==> src/rtl/if_fetch_if.sv <==
// Fetch-stage bus bundle: byte-wide memory read port, redirect input from
// execute, and the {pc, inst} presentation toward decode.
// Handshakes:
//   memory : a byte moves at a rising edge where mem_req_o=1 and mem_rvalid_i=1;
//            mem_addr_o is stable while mem_req_o=1 and the byte is not taken.
//   decode : an instruction moves at a rising edge where inst_valid_o=1 and
//            stall_i=0 (and no redirect in that cycle); pc_o/inst_o are stable
//            while inst_valid_o=1 and stall_i=1.
interface if_fetch_if #(parameter int ADDR_W = 32);
  logic              mem_req_o;
  logic [ADDR_W-1:0] mem_addr_o;
  logic [7:0]        mem_rdata_i;
  logic              mem_rvalid_i;
  logic              branch_i;
  logic [ADDR_W-1:0] branch_target_i;
  logic              stall_i;
  logic [ADDR_W-1:0] pc_o;
  logic [31:0]       inst_o;
  logic              inst_valid_o;

  // Fetch stage side
  modport master (
    output mem_req_o, mem_addr_o, pc_o, inst_o, inst_valid_o,
    input  mem_rdata_i, mem_rvalid_i, branch_i, branch_target_i, stall_i
  );

  // Memory / decode / execute side
  modport slave (
    input  mem_req_o, mem_addr_o, pc_o, inst_o, inst_valid_o,
    output mem_rdata_i, mem_rvalid_i, branch_i, branch_target_i, stall_i
  );
endinterface

==> src/rtl/if_fetch.sv <==
// RV32I instruction fetch: reads each instruction as four little-endian bytes
// from an 8-bit memory port, presents {pc, inst} to decode, and takes
// redirects from execute (redirect beats everything else).
// Optional macro IF_PERF_CNT_EN adds perf_fetch_o / perf_stall_o counters.
module if_fetch #(
  parameter int                ADDR_W   = 32,
  parameter logic [ADDR_W-1:0] RESET_PC = '0
) (
  input  logic        clk,
  input  logic        rst,
  if_fetch_if.master  bus,
  output logic [2:0]  dbg_state_o
`ifdef IF_PERF_CNT_EN
  ,
  output logic [31:0] perf_fetch_o,
  output logic [31:0] perf_stall_o
`endif
);

  typedef enum logic [2:0] {
    S_B0   = 3'd0,
    S_B1   = 3'd1,
    S_B2   = 3'd2,
    S_B3   = 3'd3,
    S_HOLD = 3'd4
  } state_e;

  state_e            state_q, state_d;
  logic [ADDR_W-1:0] pc_q, pc_d;
  logic [31:0]       inst_q, inst_d;
  logic [23:0]       asm_q, asm_d;
  logic              inst_valid_q, inst_valid_d;
  logic [1:0]        byte_k;
  logic              fetching;

  // Byte index within the word is implied by the fetch state
  always_comb begin
    byte_k   = 2'd0;
    fetching = 1'b1;
    case (state_q)
      S_B0:    byte_k = 2'd0;
      S_B1:    byte_k = 2'd1;
      S_B2:    byte_k = 2'd2;
      S_B3:    byte_k = 2'd3;
      default: fetching = 1'b0;
    endcase
  end

  assign bus.mem_req_o    = rst & fetching;
  assign bus.mem_addr_o   = pc_q + {{(ADDR_W-2){1'b0}}, byte_k};
  assign bus.pc_o         = pc_q;
  assign bus.inst_o       = inst_q;
  assign bus.inst_valid_o = inst_valid_q;
  assign dbg_state_o      = state_q;

  // Next state: redirect first, then byte collection or decode handoff
  always_comb begin
    state_d      = state_q;
    pc_d         = pc_q;
    inst_d       = inst_q;
    asm_d        = asm_q;
    inst_valid_d = inst_valid_q;
    if (bus.branch_i) begin
      // Partial bytes and any byte arriving now are dropped
      pc_d         = bus.branch_target_i & ~ADDR_W'(3);
      inst_valid_d = 1'b0;
      state_d      = S_B0;
    end else begin
      case (state_q)
        S_B0: if (bus.mem_rvalid_i) begin
          asm_d[7:0] = bus.mem_rdata_i;
          state_d    = S_B1;
        end
        S_B1: if (bus.mem_rvalid_i) begin
          asm_d[15:8] = bus.mem_rdata_i;
          state_d     = S_B2;
        end
        S_B2: if (bus.mem_rvalid_i) begin
          asm_d[23:16] = bus.mem_rdata_i;
          state_d      = S_B3;
        end
        S_B3: if (bus.mem_rvalid_i) begin
          inst_d       = {bus.mem_rdata_i, asm_q};
          inst_valid_d = 1'b1;
          state_d      = S_HOLD;
        end
        S_HOLD: if (!bus.stall_i) begin
          pc_d         = pc_q + ADDR_W'(4);
          inst_valid_d = 1'b0;
          state_d      = S_B0;
        end
        default: begin
          inst_valid_d = 1'b0;
          state_d      = S_B0;
        end
      endcase
    end
  end

  // State, PC and instruction registers with synchronous active-low reset
  always_ff @(posedge clk) begin
    if (!rst) begin
      state_q      <= S_B0;
      pc_q         <= RESET_PC;
      inst_q       <= '0;
      asm_q        <= '0;
      inst_valid_q <= 1'b0;
    end else begin
      state_q      <= state_d;
      pc_q         <= pc_d;
      inst_q       <= inst_d;
      asm_q        <= asm_d;
      inst_valid_q <= inst_valid_d;
    end
  end

`ifdef IF_PERF_CNT_EN
  logic [31:0] perf_fetch_q, perf_fetch_d;
  logic [31:0] perf_stall_q, perf_stall_d;

  // Count completed transfers and stalled HOLD cycles
  always_comb begin
    perf_fetch_d = perf_fetch_q;
    perf_stall_d = perf_stall_q;
    if (state_q == S_HOLD && !bus.stall_i && !bus.branch_i)
      perf_fetch_d = perf_fetch_q + 32'd1;
    if (state_q == S_HOLD && bus.stall_i)
      perf_stall_d = perf_stall_q + 32'd1;
  end

  // Counter registers
  always_ff @(posedge clk) begin
    if (!rst) begin
      perf_fetch_q <= '0;
      perf_stall_q <= '0;
    end else begin
      perf_fetch_q <= perf_fetch_d;
      perf_stall_q <= perf_stall_d;
    end
  end

  assign perf_fetch_o = perf_fetch_q;
  assign perf_stall_o = perf_stall_q;
`endif

endmodule

==> src/flat_wrapper.sv <==
// flat-port wrapper written by rule: the top's interface ports become plain ports
module if_fetch_flat 
#(
  parameter int                ADDR_W   = 32,
  parameter logic [ADDR_W-1:0] RESET_PC = '0
)
  (clk, rst, dbg_state_o, bus_mem_req_o, bus_mem_addr_o, bus_pc_o, bus_inst_o, bus_inst_valid_o, bus_mem_rdata_i, bus_mem_rvalid_i, bus_branch_i, bus_branch_target_i, bus_stall_i);
  if_fetch_if #(.ADDR_W(ADDR_W)) bus_i ();
  input  logic clk;
  input  logic rst;
  output logic [2:0] dbg_state_o;
  output wire logic [$bits(bus_i.mem_req_o)-1:0] bus_mem_req_o;
  output wire logic [$bits(bus_i.mem_addr_o)-1:0] bus_mem_addr_o;
  output wire logic [$bits(bus_i.pc_o)-1:0] bus_pc_o;
  output wire logic [$bits(bus_i.inst_o)-1:0] bus_inst_o;
  output wire logic [$bits(bus_i.inst_valid_o)-1:0] bus_inst_valid_o;
  input wire logic [$bits(bus_i.mem_rdata_i)-1:0] bus_mem_rdata_i;
  input wire logic [$bits(bus_i.mem_rvalid_i)-1:0] bus_mem_rvalid_i;
  input wire logic [$bits(bus_i.branch_i)-1:0] bus_branch_i;
  input wire logic [$bits(bus_i.branch_target_i)-1:0] bus_branch_target_i;
  input wire logic [$bits(bus_i.stall_i)-1:0] bus_stall_i;
  assign bus_mem_req_o = bus_i.mem_req_o;
  assign bus_mem_addr_o = bus_i.mem_addr_o;
  assign bus_pc_o = bus_i.pc_o;
  assign bus_inst_o = bus_i.inst_o;
  assign bus_inst_valid_o = bus_i.inst_valid_o;
  assign bus_i.mem_rdata_i = bus_mem_rdata_i;
  assign bus_i.mem_rvalid_i = bus_mem_rvalid_i;
  assign bus_i.branch_i = bus_branch_i;
  assign bus_i.branch_target_i = bus_branch_target_i;
  assign bus_i.stall_i = bus_stall_i;
  if_fetch #(.ADDR_W(ADDR_W), .RESET_PC(RESET_PC)) u_core (.clk(clk), .rst(rst), .bus(bus_i), .dbg_state_o(dbg_state_o));
endmodule
==> config.mk <==
export PLATFORM = sky130hd
export DESIGN_NAME = if_fetch_flat
export DESIGN_NICKNAME = d
export VERILOG_FILES = /design/src/rtl/if_fetch_if.sv /design/src/rtl/if_fetch.sv /design/src/flat_wrapper.sv
export SDC_FILE = /design/constraint.sdc
export NUM_CORES = 1
export LEC_CHECK = 0
export BUFFER_PORTS_ARGS = -buffer_cell sky130_fd_sc_hd__buf_4
export CAP_MARGIN = 15
export CORE_MARGIN = 2
export CORE_UTILIZATION = 45
export DETAILED_ROUTE_END_ITERATION = 6
export PLACE_DENSITY = 0.77
export SETUP_SLACK_MARGIN = 0.4
export SLEW_MARGIN = 20
export SYNTH_ARGS = -nofsm -noshare
export SYNTH_HDL_FRONTEND = slang
export SYNTH_SLANG_ARGS = --single-unit
==> constraint.sdc <==
create_clock -name clk -period 6.25 [get_ports clk]
set_clock_uncertainty 0.15 [all_clocks]
set_input_delay 1.25 -clock clk [delete_from_list [all_inputs] [get_ports clk]]
set_output_delay 1.25 -clock clk [all_outputs]
set_load 0.01 [all_outputs]
; Word-level counts from Yosys, hierarchy flattened
; Index checks and enable logic that the tools add are counted.
[totals]
out_inout_bits = 101
register_bits = 92
latchBits = 0
mem_count = 0
ram_bits = 0
mem_bits_ro = 0
inputBits = 45
word_cells = 52
[classes]
n_bitwise = 5
n_addsub = 2
n_eq_ne = 10
n_reduce_logical = 13
mux = 14
div_mod_pow = 0
multipliers = 0
magnitude_cmp = 0
shifts = 0
[ops]
columns = cell, n
row1 = $mux 32, 3
row2 = $add 32x2->32, 1
row3 = $add 32x3->32 const B, 1
row4 = $mux 3, 5
row5 = $pmux 3 s5, 1
row6 = $reduce_and 3->1, 5
row7 = $ne 2x2->1 const B, 6
row8 = $eq 3x2->1 const B, 2
row9 = $pmux 2 s3, 1
row10 = $reduce_and 5->1, 1
row11 = $not 1->1, 4
row12 = $reduce_and 2->1, 2
row13 = $reduce_or 4->1, 1
row14 = $eq 3x1->1 const B, 1
row15 = $eq 3x3->1 const B, 1
row16 = $logic_not 3->1, 1
row17 = $mux 1, 3
row18 = $pmux 1 s3, 1
row19 = $reduce_or 3->1, 1
row20 = $reduce_bool 2->1, 1
row21 = $reduce_or 2->1, 1
row22 = $and 1x1->1, 1

; Longest topological paths before layout
; Gate-level depths: netlist of the first run.
[logic_depth]
ltp_word = 4
depth_mapped = 7
ltp_nobuf = 5

; Least setup slack after synthesis of the first run
; OpenSTA, ideal clock, no wires.
[synth_timing]
path_type = input to register
startpoint = in bus_stall_i
endpoint = reg u_core.pc_q[17], in the netlist u_core.bus.pc_o[17]
cell_stages = 5
slack_ns = 3.164
setup_ns = 0.074
required_ns = 6.026
arrival_ns = 2.862
path_buffers = 1
cell_sequence = or4b_4 or4b_1 buf_2 or3_1 a31oi_1
[synth_between]
elab_chain_len = 2
[synth_rtl]
columns = element, line
row1 = "start, declared", flat_wrapper.sv:21  ; input wire logic [$bits(bus_i.stall_i)-1:0] bus_stall_i;
row2 = $ne 2x2->1 (no source line), -
row3 = $reduce_and 2->1 (no source line), -
row4 = "end signal, assigned", if_fetch.sv:110  ; pc_q <= pc_d;
row5 = "end, declared", if_fetch.sv:29  ; logic [ADDR_W-1:0] pc_q, pc_d;
; Every way passes these cells.
; A chain may end at the register's enable or synchronous reset.

; Worst setup path in the final report of the first run
[layout_timing]
startpoint = in rst
endpoint = out bus_mem_req_o
[layout_between]
elab_chain_len = 1
[layout_rtl]
columns = element, line
row1 = "start, declared", flat_wrapper.sv:10  ; input logic rst;
row2 = $and 1x1->1, if_fetch.sv:49  ; assign bus.mem_req_o = rst & fetching;
row3 = "end, declared", flat_wrapper.sv:12  ; output wire logic [$bits(bus_i.mem_req_o)-1:0] bus_mem_req_o;
; Every way passes these cells.

==> impl_metrics.toml, run 1 <==
[run_status]
outcome = "finished, violations left"
violations = "design-rule violations"

[synthesis]
ys_warn_count = 0
synth_edf_count = 0
syn_area_sq_um = 4420
ys_ff_latch = 90
synth_ff_type = "dfxtp_1"
ys_types = 48
syn_avg_cell_area_sq_um = 8.46
async_reset_ff_frac = 0
postSynthCellCount = 522
seq_area_frac_synth = 0.408

[cts]
htreeDepth = 3
ctsResizeCount = 0
clk_pin_slew_worst_paths_ps = 100
insertion_delay_ps = 360
cts_buffer_depth = 2
hold_buffers = 0
cts_buffers = 9
cts_setup_buffers = 0
cts-root-buf = "clkbuf_8"
cts_sinks = 90
cts_tree = "yes"

[global_routing]
grt_max_degree = 89
grt_pass1_wl_microns = 17700
grt_usage = 0.211
grt_pass1_vias = 3664
antenna_found_initial = 0
gr-total-overflow = 0

[floorplan]
die_height_microns = 103
start_util = 0.458
dieArea_sq_um = 10600
ios = 146
fp.dieW_microns = 103
coreArea_sq_um = 9640
placementRows = 36

[setup_path]
timing.rr.end = "u_core.bus.pc_o[17]$_SDFFE_PN0P_"
reg2reg_slack_ps = 3740
crit_fanout = 88
crit_chain = "buf_4 > nor2b_1 > buf_4"
path_common_cell = "buf_4"
cp-start-kind = "input port"
cpMaxStageDelayCell = "buf_4"
crit_required_ps = 4850
worst-setup-path-type = "input port to output pin"
worstRegToRegCells = 4
cp-end-kind = "output pin"
cp.arrival_ps = 2210
critPathMaxStageDelay_ps = 560
reg2reg_from = "u_core.dbg_state_o[2]$_SDFFE_PP0P_"

[hold_path]
hold_start = "u_core.bus.inst_o[31]$_SDFFE_PN0P_"
holdPathEnd = "u_core.bus.inst_o[31]$_SDFFE_PN0P_"
holdPathStages = 2
min_path_type = "flop to flop"

[final_layout]
drive_gt1_frac = 0.271
diodes = 0
syn_to_final_growth_pct = 24.4
nNetsFinal = 658
fillers = 893
seqCellArea_sq_um = 1800
multi_input_area_sq_um = 2230

[timing]
hold_viol = 0
slew_viol_final = 0
fin_tns_setup_ps = 0
finalSetupViolCount = 0
slew_headroom = 0.306
worst_slack_ps = 2640
period_share = 0.578
fin_crit_ps = 3610
max_freq_ghz = 0.277
whs_ps = 319
rsz0062_at_grt = "false"
tightest_slew_ps = 1040

[drt]
num_vias = 4067
wl_met1_microns = 4780
totalWireLength_microns = 11200
wl_per_cell_microns = 14.9
drt_iter0_drc = 280
wl_met2_microns = 5560
firstDrtPassIters = 7
drc_errors = 28
viasPerCell = 5.42
antenna_left = 0
met3_wirelength_microns = 609
top_layer_used = "met4"

[pwr]
irDropWorstVdd_v = 0.000134
intPower_uw = 828
p_total_mw = 1.16
netSwitchingPower_uw = 336
pwr-share-clk = 0.344
pwr-share-seq = 0.531
combPwrFrac = 0.125
power.density_nw_per_um2 = 212
p_leak_nw = 2.25
sw_frac_of_total = 0.289

[placement]
place_hpwl_microns = 7870
gp_congestion = 0.925
post-place-ws_ps = 2320
io_buffers = 141

[flow_run]
maxCapViolCount = 0
[area by class of cell]
cell class / instances / share of cell area
well taps: 133 / 0.0303
clock inverters: 7 / 0.0148
flip-flops and latches: 90 / 0.328
inverters: 4 / 0.00273
multi-input cells: 364 / 0.406
clock buffers: 9 / 0.0225
repair buffers: 143 / 0.195
[through the flow]
stage | util | cells | cell area, sq um
floorplan | - | 523 | 4420
global placement | 0.549 | 734 | 5290
detailed placement | 0.549 | 734 | 5290
CTS | 0.570 | 750 | 5490
global route | 0.570 | 750 | 5490
finish | 0.570 | 750 | 5490
[synthesized netlist by cell type (all sizes together), types with 4 or more instances]
cell / n / area share
nor3b: 6 / 0.011
and4: 5 / 0.0099
a21boi: 41 / 0.070
dfxtp: 90 / 0.41
and3: 4 / 0.0057
nor2: 14 / 0.012
o31a: 4 / 0.0079
a311oi: 5 / 0.0099
nor4: 9 / 0.013
mux2i: 16 / 0.036
or3: 8 / 0.011
nor3: 11 / 0.012
nand2: 91 / 0.077
nor2b: 24 / 0.034
nand3: 24 / 0.027
buf: 37 / 0.063
nand4: 16 / 0.023
clkbuf: 28 / 0.024
o21ai: 20 / 0.023
o211a: 9 / 0.020
xnor2: 9 / 0.018
or4: 4 / 0.0068
a211oi: 4 / 0.0068
a31oi: 8 / 0.011
nand2b: 10 / 0.014
[cells in the final DEF (no fill, tap or decap), types with 8 or more instances in the layout]
| cell type | Yosys | layout |
|---|---|---|
| nor2_1 | 14 | 14 |
| nand2b_1 | 10 | 10 |
| nor2b_1 | 24 | 24 |
| dfxtp_1 | 90 | 90 |
| a31oi_1 | 8 | 8 |
| clkbuf_8 | 0 | 9 |
| nor4_1 | 9 | 9 |
| buf_4 | 32 | 143 |
| or3_1 | 8 | 8 |
| o21ai_0 | 20 | 20 |
| xnor2_1 | 9 | 9 |
| nand3_1 | 24 | 24 |
| nand2_1 | 91 | 91 |
| nand4_1 | 16 | 16 |
| mux2i_1 | 16 | 16 |
| o211a_1 | 9 | 9 |
| a21boi_0 | 41 | 41 |
| nor3_1 | 11 | 10 |
[worst max-delay path by stage]
stage	start	end	slack, ps
floorplan	bus_stall_i	u_core.bus.pc_o[17]$_SDFFE_PN0P_	3160
global placement	bus_branch_i	u_core.asm_q[18]$_SDFFE_PN0P_	2400
detailed placement	bus_branch_i	u_core.asm_q[18]$_SDFFE_PN0P_	2320
CTS	rst	bus_mem_req_o	2660
global route	bus_branch_i	u_core.asm_q[18]$_SDFFE_PN0P_	2450
finish	rst	bus_mem_req_o	2640
[per-layer routing]
metal / track usage / vias up
li1: - / 2009
met1: 0.275 / 1898
met2: 0.349 / 139
met3: 0.0325 / 21
met4: 0.0860 / 0
met5: 0 / -
[sequential cells by signal (all words and copies together) (netlist names)]
| signal | cells |
|---|---|
| u_core.bus.inst_o | 32 |
| u_core.bus.pc_o | 30 |
| u_core.asm_q | 24 |
| u_core.dbg_state_o | 3 |
| u_core.bus.inst_valid_o | 1 |
[power by group through the flow]
stage,sequential (mW),clock (mW),combinational [mW]
after floorplan,0.629,0,0.0844
after global placement,0.630,0,0.143
after detailed placement,0.631,0,0.145
after CTS,0.618,0.410,0.146
after global routing,0.622,0.434,0.158
final,0.619,0.400,0.145
[cells by family after synthesis]
group / synth area share
buffers and inverters: 0.0898
adder cells (fa/ha/maj): 0.00283
other: 0.000849
XOR/XNOR: 0.0198
multiplexers: 0.0363
AND/OR/NAND/NOR: 0.275
AO/OA/AOI/OAI: 0.168
flip-flops: 0.408
[critical path, delay by kind of cell]
kind / cells / cell delay, ps
buffers and inverters: 2 / 690
AND/OR/NAND/NOR: 1 / 220
(Power assumes the default switching activity.)
==> run 2, diff against run 1 <==
ABC_AREA = 1   (was not set)
clock period = 3.4 ns   (was 6.25 ns; I/O delays follow)
==> run 2 against run 1 <==
  * The flow now finishes without violations
  * Clock power rose by 97%
  * Core utilization is 0.81 points higher
  * Via count grew 16%
  * Total power rose by 89%
  * First-iteration DRC count shrank 19%
  * Critical path type unchanged
==> impl_metrics.toml, run 2 <==
[final_layout]
largest_reg_flops = 32
finish.instance_area_sq_um = 5680
mostFrequentLayoutCell = "nor2_1"
syn_to_final_growth_pct = 24.2
mostFrequentLayoutCells = "nor2_1, buf_4, nand2_1"
drive_gt1_frac = 0.229
diodes = 0
nNetsFinal = 839

[placement]
dpl_cell_area_sq_um = 5450
place_hpwl_microns = 8860
gp_congestion = 0.932
post-place-ws_ps = 707
io_buffers = 141

[hold_path]
holdPathEnd = "u_core.asm_q[0]$_SDFFE_PN0P_"
hold_start = "u_core.asm_q[0]$_SDFFE_PN0P_"
holdPathStages = 2
min_path_type = "flop to flop"

[drt]
drc_errors = 0
totalWireLength_microns = 12300
firstDrtPassIters = 4
antenna_left = 0
num_vias = 4733
drt_iter0_drc = 226
viasPerCell = 5.08
wl_per_cell_microns = 13.2

[synthesis]
postSynthCellCount = 697
synth_ff_type = "dfxtp_1"
synth_edf_count = 0
synthTopCellsByArea = "dfxtp_1, nor2_1, nand2_1, o21ai_0, buf_4"
synth_top_area_frac = 0.394
syn_avg_cell_area_sq_um = 6.56
async_reset_ff_frac = 0
ys_types = 28
synth_common_cells = "nor2_1, nand2_1, dfxtp_1"
ys_warn_count = 0
seq_area_frac_synth = 0.394
synthMostInstantiatedCell = "nor2_1"
synth_top_area_cell = "dfxtp_1"
syn_area_sq_um = 4570
ys_ff_latch = 90

[timing]
max_freq_ghz = 0.402
hold_viol = 0
finalSetupViolCount = 0
period_share = 0.732
slew_headroom = 0.540
rsz0062_at_grt = "false"
slew_viol_final = 0
worst_slack_ps = 912
tightest_slew_ps = 688
fin_crit_ps = 2490
fin_tns_setup_ps = 0

[setup_path]
cp.arrival_ps = 1660
cp-end-kind = "output pin"
cpMaxStageDelayCell = "buf_4"
worstRegToRegCells = 7
crit_fanout = 64
reg2reg_from = "u_core.dbg_state_o[1]$_SDFFE_PP0P_"
timing.rr.end = "u_core.bus.pc_o[3]$_SDFFE_PN0P_"
crit_chain = "buf_4 > inv_1 > buf_4 > nor2_1 > buf_4"
cp-start-kind = "input port"
crit_required_ps = 2570
reg2reg_slack_ps = 1320
path_common_cell = "buf_4"
worst-setup-path-type = "input port to output pin"
critPathMaxStageDelay_ps = 400

[cts]
htreeDepth = 3
cts_buffer_depth = 2
cts_tree = "yes"
cts_sinks = 90
hold_buffers = 0
cts-root-buf = "clkbuf_8"
insertion_delay_ps = 360
ctsResizeCount = 0
clk_pin_slew_worst_paths_ps = 100
cts_buffers = 9
cts_setup_buffers = 0

[run_status]
outcome = "complete, no violations"

[pwr]
irDropWorstVdd_v = 0.000202
power.density_nw_per_um2 = 387
p_leak_nw = 2.41

[floorplan]
die_height_microns = 105
fp.dieW_microns = 105
ios = 146
coreArea_sq_um = 9820
placementRows = 36
start_util = 0.466
dieArea_sq_um = 11000

[global_routing]
grt_usage = 0.222
antenna_found_initial = 0
grt_pass1_vias = 4284
grt_pass1_wl_microns = 20300
gr-total-overflow = 0
grt_max_degree = 65

[flow_run]
maxCapViolCount = 0
==> run 2: changes by cell type after synthesis, moves of 10 or more <==
| cell | delta |
|---|---|
| a21boi_0 | -41 |
| a21oi_1 | +18 |
| buf_2 | +12 |
| clkbuf_1 | -19 |
| inv_1 | +36 |
| mux2i_1 | -16 |
| nand2_1 | +49 |
| nand2b_1 | -10 |
| nand3_1 | +26 |
| nand4_1 | -12 |
| nor2_1 | +175 |
| nor2b_1 | -24 |
| o21ai_0 | +39 |
==> run 2: worst max-delay path by stage <==
stage | end | startpoint | slack, ps
final | bus_mem_req_o | rst | 910
after global routing | bus_mem_req_o | rst | 820
after CTS | u_core.bus.pc_o[3]$_SDFFE_PN0P_ | u_core.dbg_state_o[1]$_SDFFE_PP0P_ | 890
after detailed placement | u_core.bus.pc_o[3]$_SDFFE_PN0P_ | bus_branch_i | 710
after global placement | u_core.bus.pc_o[6]$_SDFFE_PN0P_ | bus_branch_i | 740
after floorplan | bus_mem_req_o | rst | 1130
==> run 2: worst max-delay path: cells and delay by family <==
| family | cells | cell delay [ps] |
|---|---|---|
| and+or+nand+nor | 1 | 120 |
| buffers and inverters | 4 | 850 |
==> run 2: metal layers <==
layer | up-vias | track usage | part of all wire
met5 | - | 0 | 0
met4 | 0 | 0.0857 | 0.025
met3 | 25 | 0.0512 | 0.074
met2 | 164 | 0.386 | 0.49
met1 | 2160 | 0.266 | 0.41
li1 | 2384 | - | -
==> run 2: cells by family after synthesis <==
logic type | count (synthesis) | share of synthesized area
AND/OR/NAND/NOR | 406 | 0.372
adder cells (fa/ha/maj) | 1 | 0.00274
other | 1 | 0.000820
flip-flops | 90 | 0.394
buffers and inverters | 102 | 0.115
AO/OA/AOI/OAI | 97 | 0.115
==> run 2: final cells by class <==
class | instances | area, sq um
Sequential cell | 90 | 1800
Clock buffer | 9 | 124
Tap cell | 133 | 166
Fill cell | 967 | 4140
Clock inverter | 7 | 95.1
Inverter | 42 | 158
Timing Repair Buffer | 144 | 1080
Multi-Input combinational cell | 506 | 2250
==> run 2: metrics by stage <==
stage	hold WS, ps	total power, mW	instances	util
6_report	343	2.20	931	0.578
5_1_grt	370	2.29	931	0.578
4_1_cts	347	2.22	931	0.578
3_5_place_dp	321	1.43	915	0.555
3_3_place_gp	309	1.43	915	0.555
2_1_floorplan	300	1.32	698	-
==> run 2: report_power, final <==
group          leakage [nW]  internal (mW)  switching, mW  total, mW
logic                  1.57          0.129          0.149      0.278
registers             0.733           1.09         0.0438       1.13
clock network         0.111          0.362          0.425      0.786
